## src/rtl/uart_rx_param_if.sv

```systemverilog
// Consumer-side bundle of the UART receiver: held word, status flags and handshake.
// The receiver drives it through the master modport.
interface uart_rx_param_if #(
    parameter int DATA_BITS = 8
);
    logic                 rx_ready;
    logic                 err_clr;
    logic [DATA_BITS-1:0] rx_data;
    logic                 rx_valid;
    logic                 frame_err;
    logic                 parity_err;
    logic                 overrun;
    logic                 busy;

    modport master (
        input  rx_ready, err_clr,
        output rx_data, rx_valid, frame_err, parity_err, overrun, busy
    );

    modport slave (
        output rx_ready, err_clr,
        input  rx_data, rx_valid, frame_err, parity_err, overrun, busy
    );
endinterface

```

## src/rtl/uart_rx_param.sv

```systemverilog
// Parameterised UART receiver. The rx line is synchronised and sampled mid-bit.
// The frame is held with a valid/ready handshake and carries frame/parity flags and a sticky overrun.
module uart_rx_param #(
    parameter int CLKS_PER_BIT = 40,
    parameter int DATA_BITS    = 8,
    parameter int PARITY       = 0,
    parameter int STOP_BITS    = 1,
    parameter int SYNC_STAGES  = 2
) (
    input  logic            clk,
    input  logic            rst,
    input  logic            rx,
    uart_rx_param_if.master bus
);
    localparam int CNT_W = $clog2(CLKS_PER_BIT);
    localparam int BIT_W = 4;
    localparam logic [CNT_W-1:0] HALF_LAST = CNT_W'(CLKS_PER_BIT / 2 - 1);
    localparam logic [CNT_W-1:0] FULL_LAST = CNT_W'(CLKS_PER_BIT - 1);
    localparam logic [BIT_W-1:0] DATA_LAST = BIT_W'(DATA_BITS - 1);
    localparam logic [BIT_W-1:0] STOP_LAST = BIT_W'(STOP_BITS - 1);

    generate
        if (CLKS_PER_BIT < 4 || (CLKS_PER_BIT % 2) != 0) begin : g_bad_cpb
            $error("uart_rx_param: CLKS_PER_BIT must be even and >= 4");
        end
        if (DATA_BITS < 5 || DATA_BITS > 9) begin : g_bad_data
            $error("uart_rx_param: DATA_BITS must be 5..9");
        end
        if (PARITY < 0 || PARITY > 2) begin : g_bad_par
            $error("uart_rx_param: PARITY must be 0, 1 or 2");
        end
        if (STOP_BITS < 1 || STOP_BITS > 2) begin : g_bad_stop
            $error("uart_rx_param: STOP_BITS must be 1 or 2");
        end
        if (SYNC_STAGES < 2) begin : g_bad_sync
            $error("uart_rx_param: SYNC_STAGES must be >= 2");
        end
    endgenerate

    typedef enum logic [2:0] {
        IDLE,
        START,
        DATA,
        PAR,
        STOP,
        WAIT_HI
    } state_e;

    // Odd mode expects an odd count of ones over data plus parity bit, even mode an even count.
    function automatic logic parity_err_f(input logic [DATA_BITS-1:0] data, input logic pbit);
        logic ones_odd;
        ones_odd = ^{data, pbit};
        case (PARITY)
            1:       parity_err_f = ~ones_odd;
            2:       parity_err_f = ones_odd;
            default: parity_err_f = 1'b0;
        endcase
    endfunction

    logic [SYNC_STAGES-1:0] sync_q, sync_d;
    logic                   rx_s;

    state_e                 state_q, state_d;
    logic [CNT_W-1:0]       cnt_q, cnt_d;
    logic [BIT_W-1:0]       bit_q, bit_d;
    logic [DATA_BITS-1:0]   shreg_q, shreg_d;
    logic                   par_q, par_d;
    logic                   ferr_acc_q, ferr_acc_d;

    logic [DATA_BITS-1:0]   rx_data_q, rx_data_d;
    logic                   rx_valid_q, rx_valid_d;
    logic                   frame_err_q, frame_err_d;
    logic                   parity_err_q, parity_err_d;
    logic                   overrun_q, overrun_d;

    logic                   deliver;
    logic                   deliver_ferr;
    logic                   accept;
    logic                   overrun_set;

    assign sync_d = {sync_q[SYNC_STAGES-2:0], rx};
    assign rx_s   = sync_q[SYNC_STAGES-1];

    always_comb begin
        state_d      = state_q;
        cnt_d        = cnt_q;
        bit_d        = bit_q;
        shreg_d      = shreg_q;
        par_d        = par_q;
        ferr_acc_d   = ferr_acc_q;
        deliver      = 1'b0;
        deliver_ferr = ferr_acc_q;

        unique case (state_q)
            IDLE: begin
                if (!rx_s) begin
                    state_d = START;
                    cnt_d   = '0;
                    bit_d   = '0;
                end
            end

            // The first sample lands half a bit after the falling edge; later ones a full bit apart.
            START: begin
                if (cnt_q == HALF_LAST) begin
                    cnt_d = '0;
                    if (rx_s) begin
                        state_d = IDLE;
                    end else begin
                        state_d    = DATA;
                        ferr_acc_d = 1'b0;
                        par_d      = 1'b0;
                    end
                end else begin
                    cnt_d = cnt_q + 1'b1;
                end
            end

            DATA: begin
                if (cnt_q == FULL_LAST) begin
                    cnt_d   = '0;
                    shreg_d = {rx_s, shreg_q[DATA_BITS-1:1]};
                    if (bit_q == DATA_LAST) begin
                        bit_d   = '0;
                        state_d = (PARITY != 0) ? PAR : STOP;
                    end else begin
                        bit_d = bit_q + 1'b1;
                    end
                end else begin
                    cnt_d = cnt_q + 1'b1;
                end
            end

            PAR: begin
                if (cnt_q == FULL_LAST) begin
                    cnt_d   = '0;
                    par_d   = rx_s;
                    state_d = STOP;
                end else begin
                    cnt_d = cnt_q + 1'b1;
                end
            end

            STOP: begin
                if (cnt_q == FULL_LAST) begin
                    cnt_d        = '0;
                    deliver_ferr = ferr_acc_q | ~rx_s;
                    ferr_acc_d   = deliver_ferr;
                    if (bit_q == STOP_LAST) begin
                        bit_d   = '0;
                        deliver = 1'b1;
                        // A low stop bit may be a break; wait for the line to recover before re-arming.
                        state_d = deliver_ferr ? WAIT_HI : IDLE;
                    end else begin
                        bit_d = bit_q + 1'b1;
                    end
                end else begin
                    cnt_d = cnt_q + 1'b1;
                end
            end

            WAIT_HI: begin
                if (rx_s) begin
                    state_d = IDLE;
                end
            end

            default: begin
                state_d = IDLE;
            end
        endcase
    end

    always_comb begin
        accept       = rx_valid_q & bus.rx_ready;
        rx_data_d    = rx_data_q;
        frame_err_d  = frame_err_q;
        parity_err_d = parity_err_q;
        rx_valid_d   = rx_valid_q & ~accept;
        overrun_set  = 1'b0;

        // A finished frame only replaces the held one if the slot is free or being emptied now.
        if (deliver) begin
            if (!rx_valid_q || accept) begin
                rx_data_d    = shreg_q;
                frame_err_d  = deliver_ferr;
                parity_err_d = parity_err_f(shreg_q, par_q);
                rx_valid_d   = 1'b1;
            end else begin
                overrun_set = 1'b1;
            end
        end

        overrun_d = overrun_set | (overrun_q & ~bus.err_clr);
    end

    always_ff @(posedge clk or posedge rst) begin
        if (rst) begin
            sync_q       <= '1;
            state_q      <= IDLE;
            cnt_q        <= '0;
            bit_q        <= '0;
            shreg_q      <= '0;
            par_q        <= 1'b0;
            ferr_acc_q   <= 1'b0;
            rx_data_q    <= '0;
            rx_valid_q   <= 1'b0;
            frame_err_q  <= 1'b0;
            parity_err_q <= 1'b0;
            overrun_q    <= 1'b0;
        end else begin
            sync_q       <= sync_d;
            state_q      <= state_d;
            cnt_q        <= cnt_d;
            bit_q        <= bit_d;
            shreg_q      <= shreg_d;
            par_q        <= par_d;
            ferr_acc_q   <= ferr_acc_d;
            rx_data_q    <= rx_data_d;
            rx_valid_q   <= rx_valid_d;
            frame_err_q  <= frame_err_d;
            parity_err_q <= parity_err_d;
            overrun_q    <= overrun_d;
        end
    end

    assign bus.rx_data    = rx_data_q;
    assign bus.rx_valid   = rx_valid_q;
    assign bus.frame_err  = frame_err_q;
    assign bus.parity_err = parity_err_q;
    assign bus.overrun    = overrun_q;
    assign bus.busy       = (state_q != IDLE);
endmodule

```

## src/flat_wrapper.sv

```systemverilog
// flat-port wrapper written by rule: the top's interface ports become plain ports
module uart_rx_param_flat 
#(
    parameter int CLKS_PER_BIT = 40,
    parameter int DATA_BITS    = 8,
    parameter int PARITY       = 0,
    parameter int STOP_BITS    = 1,
    parameter int SYNC_STAGES  = 2
)
  (clk, rst, rx, bus_rx_ready, bus_err_clr, bus_rx_data, bus_rx_valid, bus_frame_err, bus_parity_err, bus_overrun, bus_busy);
  uart_rx_param_if #(.DATA_BITS(DATA_BITS)) bus_i ();
  input  logic clk;
  input  logic rst;
  input  logic rx;
  input wire logic [$bits(bus_i.rx_ready)-1:0] bus_rx_ready;
  input wire logic [$bits(bus_i.err_clr)-1:0] bus_err_clr;
  output wire logic [$bits(bus_i.rx_data)-1:0] bus_rx_data;
  output wire logic [$bits(bus_i.rx_valid)-1:0] bus_rx_valid;
  output wire logic [$bits(bus_i.frame_err)-1:0] bus_frame_err;
  output wire logic [$bits(bus_i.parity_err)-1:0] bus_parity_err;
  output wire logic [$bits(bus_i.overrun)-1:0] bus_overrun;
  output wire logic [$bits(bus_i.busy)-1:0] bus_busy;
  assign bus_i.rx_ready = bus_rx_ready;
  assign bus_i.err_clr = bus_err_clr;
  assign bus_rx_data = bus_i.rx_data;
  assign bus_rx_valid = bus_i.rx_valid;
  assign bus_frame_err = bus_i.frame_err;
  assign bus_parity_err = bus_i.parity_err;
  assign bus_overrun = bus_i.overrun;
  assign bus_busy = bus_i.busy;
  uart_rx_param #(.CLKS_PER_BIT(CLKS_PER_BIT), .DATA_BITS(DATA_BITS), .PARITY(PARITY), .STOP_BITS(STOP_BITS), .SYNC_STAGES(SYNC_STAGES)) u_core (.clk(clk), .rst(rst), .rx(rx), .bus(bus_i));
endmodule
```

## config.mk

```make
export PLATFORM = sky130hd
export DESIGN_NAME = uart_rx_param_flat
export DESIGN_NICKNAME = d
export VERILOG_FILES = /design/src/rtl/uart_rx_param_if.sv /design/src/rtl/uart_rx_param.sv /design/src/flat_wrapper.sv
export SDC_FILE = /design/constraint.sdc
export NUM_CORES = 1
export LEC_CHECK = 0
export CAP_MARGIN = 20
export CELL_PAD_IN_SITES_DETAIL_PLACEMENT = 1
export CELL_PAD_IN_SITES_GLOBAL_PLACEMENT = 1
export CORE_UTILIZATION = 45
export DETAILED_ROUTE_END_ITERATION = 8
export PLACE_DENSITY_LB_ADDON = 0.2
export SETUP_SLACK_MARGIN = 0.2
export SYNTH_ARGS = -nofsm -noshare
export SYNTH_HDL_FRONTEND = slang
export SYNTH_SLANG_ARGS = --single-unit
```

## constraint.sdc

```tcl
create_clock -name clk -period 5.5 [get_ports clk]
set_clock_uncertainty 0.15 [all_clocks]
set_input_delay 1.1 -clock clk [delete_from_list [all_inputs] [get_ports clk]]
set_output_delay 1.1 -clock clk [all_outputs]
set_load 0.01 [all_outputs]
```

==> results.md, run 1 <==
* Die Span Y at roughly 65 microns
* Post-synth EDFFs at 0
* Initial antenna violation count at 0
* Area leader, netlist: dfrtp_1
* Largest cells by area after synthesis: dfrtp_1, mux2_2, dfstp_2
* Min cycle time layout at around 3000 ps
* Distinct cells, synth at 49
* Slew @ Worst Pin at 787.4 ps
* Crit start category: flip-flop
* Placed cell count at 217
* Inserted Clock Buffers at 5
* Post-Synthesis Cells at about 160
* Final Cell Area at ~2100 sq um
* Status: finished, final reports clean
* Starting density of the core at 0.4803
* YS warnings at 0
* H-tree Lvls at 2
* Die area at 4252 sq um
* DRT antenna net count at 0
* RSZ-0062 raised after global routing: false
* Total clock sinks at 35
* Drt wl/cell at 16.37 microns
* IO buf count at 16
* Peak supply drop at 198.8 uV
* Endpoints failing setup at 0
* # diodes at 0
* Post-CTS Resized at 0
* Final Max Tran Viols at 0
* Critical path class: reg -> out
* DIE WIDTH at 65.21 microns
* Fraction of layout cells with a size suffix above 1 at 0.2147
* Post-detail-place hpwl at roughly 2600 microns
* Max_cap viols at 0
* Via Count at 1287
* Vias per cell at between 5 and 6
* Root buffer cell: clkbuf_8
* Clock buffer depth at 2
* Row Count at 22
* Share of the synthesized area in the top cell type at 0.4593
* Layout Nets at around 180
* Required @ worst endpoint at about 4300 ps
* Postcts setup bufs at 0
* CTS tree: built
* Flop and latch count out of synthesis at 35
* Syn Area/Cell at between 10 and 15 sq um
* Arr. time, crit path at 1730 ps
* Final Hold Violating Endpoints at 0
* Clock latency on the worst-skew pair at 290 ps
* PwrDens at between 300 and 400 nW/um^2
* Crit Path Max Fanout at 16
* Final Power at 0.0007217 W
* Largest net degree at the start of global routing at 36
* Period utilisation layout at 0.5426
* Final non-filler cell total at 225
* Worst Setup End Kind: primary output
* Pre-Repair DR Iteration Count at 4
* Seq/Total Area, Yosys at 0.4885
* Max-slew headroom at 0.4740
* First-pass GRT wire length at 6175 microns
* Hold WC Path Type: reg -> reg
* Top Ports at 18
* Pleak at 0.9962 nW
* GR Util All Layers at 0.1922
* Mapped Area at 1798 sq um
* Hold_buf cts at 0
* TNS Setup at 0 ps
* Ys async rst share at 1.000
* Gp weighted congestion at 0.7680
* Final wirelength at 3684 microns
* Area post-placement at 1991 sq um
* Worst-path clk slew at 70 ps
* DRC at 0
* Area grow syn2layout at 18.09%
* Core area at 3744 sq um
* FMAX at 0.3351 GHz
* Grt total ovfl at 0
* 1st-iter DRT viols at 33
* Vias in the first global route at 1381
* Primary FF master, synth: dfrtp_1
* Post-synthesis net count at 167
## cell usage in the layout (no fill, tap or decap), types with 2 or more instances in the layout
master and instances:
clkbuf_8 5, nand2b_1 5, nor3b_1 4, o31a_1 2
clkdlybuf4s50_1 16, mux2_1 2, dfstp_2 2, a21o_1 2
mux2i_1 2, inv_1 7, o22ai_1 2, bufinv_16 2
a22o_1 3, nor2b_1 3, dfrtp_1 33, a21oi_1 3
nand2_1 14, nand3_1 6, a32o_1 2, nor2_1 10
mux2_2 17, o21ai_0 4, ha_1 3
## Yosys cell counts (all sizes together) (2+ instances only)
master	number
or2	2
ha	3
nand2	14
clkbuf	4
mux2i	2
a32o	2
a21o	2
dfrtp	33
buf	3
nand3	6
inv	7
a21oi	3
o22ai	2
o31a	2
mux2	19
o21ai	5
nand2b	5
nor2b	3
a211oi	2
nor3b	4
a22o	3
dfstp	2
nor3	2
nor2	11
## per-stage QoR
step,hold slack [ps],setup slack [ps],util
floorplan,195.2,3399,-
global placement,199.9,2505,0.5318
detailed placement,200.0,2412,0.5318
CTS,213.4,2513,0.5672
global route,215.4,2425,0.5672
finish,210.3,2516,0.5672
## path summary, 6_finish.rpt
kind | from | cells after the start | slack [ps] | endpoint
max in group asynchronous | rst | 3 | 3790 | u_core.sync_q[0]
setup / recovery | u_core.state_q[2] | 3 | 2520 | bus_busy
hold reg to reg | u_core.sync_q[0] | 0 | 210 | u_core.sync_q[1]
min in group asynchronous | rst | 3 | 1060 | u_core.bus.rx_data[0]
setup reg to reg | u_core.state_q[2] | 4 | 2850 | u_core.bus.rx_data[4]
hold / removal | u_core.sync_q[0] | 0 | 210 | u_core.sync_q[1]
## report_power, final
group / switching [W] / leakage [nW] / internal, W
Sequential: 0.0000313 / 0.477 / 0.000274
Combinational: 0.0000790 / 0.454 / 0.0000642
Clock: 0.0000923 / 0.0654 / 0.000181
## worst max-delay path, stage by stage, from the launching register on
cell and delay [ps]:
dfrtp_1 650, nor2_1 150, nand2_1 100, clkdlybuf4s50_1 530
## final cells by class
class                           count  area [sq um]
Clock buffer                        6         72.57
Clock inverter                      2         60.06
Fill cell                         416          1620
Inverter                            7         26.28
Multi-Input combinational cell    110         858.3
Sequential cell                    35         878.3
Tap cell                           48         60.06
Timing Repair Buffer               17         167.7
## cells by family (layout without fill, tap and decap cells)
group / Yosys count / count (layout) / synth area share
buf+inv: 14 / 32 / 0.03409
fa+ha+maj: 3 / 3 / 0.02088
flops: 35 / 35 / 0.4885
mux: 21 / 21 / 0.1301
simple gates: 54 / 54 / 0.1879
compound gates: 31 / 31 / 0.1364
other cells: 1 / 1 / 0.002086
## metal layers
| layer | track usage | up-vias | share of wire | routed length, microns |
|---|---|---|---|---|
| met3 | 0.04861 | 8 | 0.030 | 112 |
| met1 | 0.2307 | 653 | 0.46 | 1685 |
| met4 | 0.07337 | 0 | 0.018 | 65 |
| met2 | 0.3286 | 18 | 0.49 | 1820 |
| met5 | 0 | - | 0 | 0 |
| li1 | - | 608 | - | - |
## state kept, by name, indices dropped and copies added (netlist names), 2 cells and up
register,flops
u_core.state_q,3
u_core.bit_q,4
u_core.cnt_q,6
u_core.bus.rx_data,8
u_core.sync_q,2
u_core.shreg_q,8
Note: power is estimated with default switching activity, not from simulation.
==> run 2, diff against run 1 <==
==> constraint.sdc (replaced) <==
create_clock -name clk -period 2.9 [get_ports clk]
set_clock_uncertainty 0.15 [all_clocks]
set_input_delay 0.58 -clock clk [delete_from_list [all_inputs] [get_ports clk]]
set_output_delay 0.58 -clock clk [all_outputs]
set_load 0.01 [all_outputs]
==> run 2 against run 1 <==
Register-to-register slack got worse by 2300 ps. Sequential share of layout area rose by 0.87 points. Via count barely moved. Hold slack got worse by 3.0 ps. Clock power rose by 22%. Sequential power rose by 90%. Wire length rose by 3.4%. Critical path type unchanged. Largest cell class unchanged. Largest power group unchanged.
==> results.md, run 2 (synthesis gave the netlist of run 1 again) <==
* Crit Path Max Fanout at 16 (unchanged)
* Sequential share of power at 0.490 (+0.067)
* Clock buffer depth at 2 (unchanged)
* # diodes at 0 (unchanged)
* DRC at 0 (unchanged)
* Crit start category: flip-flop
* Final Max Tran Viols at 0 (unchanged)
* Clk pwr share at 0.282 (-0.097)
* Slew @ Worst Pin at 566.3 ps (-221.1 ps)
* Total clock sinks at 35 (unchanged)
* Final wirelength at 3811 microns (+3.4%)
* Pleak at 0.9785 nW (-1.8%)
* Worst stage delay on the critical path at 640 ps (about the same)
* Die Span Y at 65.21 microns (unchanged)
* First-pass GRT wire length at 6672 microns (+8.0%)
* Max_cap viols at 0 (unchanged)
* FMAX at 0.4117 GHz
* Final Power at 0.001180 W (+63%)
* H-tree Lvls at 2 (unchanged)
* Filler Cells Inserted at 427 (+2.6%)
* Starting density of the core at 0.4803 (unchanged)
* Gp weighted congestion at 0.8198 (+6.7%)
* Inserted Clock Buffers at 5 (unchanged)
* Clock latency on the worst-skew pair at 280 ps (about the same)
* Final Util at 0.5555 (-0.01170)
* R2R depth at 7 (+3)
* Hold_buf cts at 0 (unchanged)
* CP Depth at 3 (unchanged)
* DIE WIDTH at 65.21 microns (unchanged)
* Hold WC Path Type: reg -> reg
* Max-slew headroom at 0.6196 (+0.1456)
* Peak supply drop at 361.4 uV (+82%)
* GR Util All Layers at 0.2096 (+0.01744)
* Final Hold Violating Endpoints at 0 (unchanged)
* Vias per cell at 5.699 (-0.37%)
* CTS tree: built
* Initial antenna violation count at 0 (unchanged)
* Post-CTS Resized at 0 (unchanged)
* Critical R2R Launch: u_core.bit_q[0]
* Endpoints failing setup at 0 (unchanged)
* WHS at 207.3 ps (-2.987 ps)
* DRT antenna net count at 0 (unchanged)
* Top Ports at 18 (unchanged)
* RSZ-0062 raised after global routing: false
* Internal power at 0.0008098 W (+56%)
* Critical Path Start: u_core.state_q[2]
* Worst hold stages at 0 (unchanged)
* Post-detail-place hpwl at 2779 microns (+6.8%)
* Worst Setup End Kind: primary output
* Min cycle time layout at 2429 ps
* Arr. time, crit path at 1700 ps (-30 ps)
* Grt total ovfl at 0 (unchanged)
* Core area at 3744 sq um (unchanged)
* 1st-iter DRT viols at 34 (+3.0%)
* Critical path class: reg -> out
* IO buf count at 16 (unchanged)
* CP max-delay cell: dfrtp_1
* Vias in the first global route at 1370 (-0.80%)
* Sw Share at 0.3136 (+0.03295)
* Commonest non-fill, non-tap cell in the layout: dfrtp_1
* Largest net degree at the start of global routing at 36 (unchanged)
* Crit path cell chain: nor2_1 > nand2_1 > clkdlybuf4s50_1
* Area grow syn2layout at 15.66%
* Postcts setup bufs at 0 (unchanged)
* PwrDens at 567.4 nW/um^2 (+67%)
* Root buffer cell: clkbuf_8
* Combinational share of power at 0.229 (+0.031)
* Die area at 4252 sq um (unchanged)
* CP bufs+invs at 1 (unchanged)
* Status: finished, final reports clean
* Crit path max-delay family: flip-flops
* Via Count at 1288 (+0.078%)
* Layout Nets at 185 (+0.54%)
* Fraction of layout cells with a size suffix above 1 at 0.2135 (-0.001206)
* Pre-Repair DR Iteration Count at 4 (unchanged)
* Drt wl/cell at 16.86 microns (+3.0%)
* Hold Startpoint: u_core.sync_q[0]
* Most frequent cells in the layout: dfrtp_1, mux2_2, clkdlybuf4s50_1, nand2_1, nor2_1
* Required @ worst endpoint at 2170 ps (-2080 ps)
* Sw power at 0.0003700 W (+83%)
* Period utilisation layout at 0.8376
* Worst-path clk slew at 70 ps (about the same)
* Row Count at 22 (unchanged)
* TNS Setup at 0 ps (unchanged)
[run 2: cell type report]
cell class                      instances  area [sq um]  area share
Sequential cell                        35         878.3      0.4224
Multi-Input combinational cell        110         858.3      0.4128
Timing Repair Buffer                   18         175.2     0.08424
Clock buffer                            7         76.32     0.03670
Tap cell                               48         60.06     0.02888
Inverter                                7         26.28     0.01264
Clock inverter                          1         5.005    0.002407
[run 2: through the flow]
step | cell area, sq um | std cells | worst slack, ps
floorplan | 1798 | 159 | 950.5
global placement | 1998 | 218 | 801.2
finish | 2079 | 226 | 470.9
global route | 2079 | 226 | 396.9
CTS | 2079 | 226 | 471.2
detailed placement | 1998 | 218 | 618.3
[run 2: worst reg2reg max path, cell delays in order, from the launching register on]
cell	delay (ps)
dfrtp_1	400
inv_1	110
ha_1	190
nor4bb_1	470
o211a_1	240
o221ai_2	130
or2_1	290
a32o_1	220
[run 2: per-layer routing]
layer / up-vias / share of wire / track usage
li1: 605 / - / -
met1: 660 / 0.44 / 0.2598
met2: 17 / 0.52 / 0.3647
met3: 6 / 0.023 / 0.04167
met4: 0 / 0.015 / 0.06522
met5: - / 0 / 0
[run 2: path summary, 6_finish.rpt]
kind,end,slack (ps)
min in group asynchronous,u_core.bus.rx_data[0],550
max in group asynchronous,u_core.sync_q[1],1690
worst min-delay path,u_core.sync_q[1],210
worst max-delay path,bus_busy,470
worst max register to register,u_core.state_q[1],580
worst min register to register,u_core.sync_q[1],210
[run 2: power by group through the flow]
stage | sequential, W | clock (W) | combinational [W]
floorplan | 0.000555 | 0 | 0.000227
global placement | 0.000585 | 0 | 0.000252
detailed placement | 0.000587 | 0 | 0.000271
CTS | 0.000578 | 0.000343 | 0.000273
global route | 0.000585 | 0.000356 | 0.000302
finish | 0.000578 | 0.000332 | 0.000270
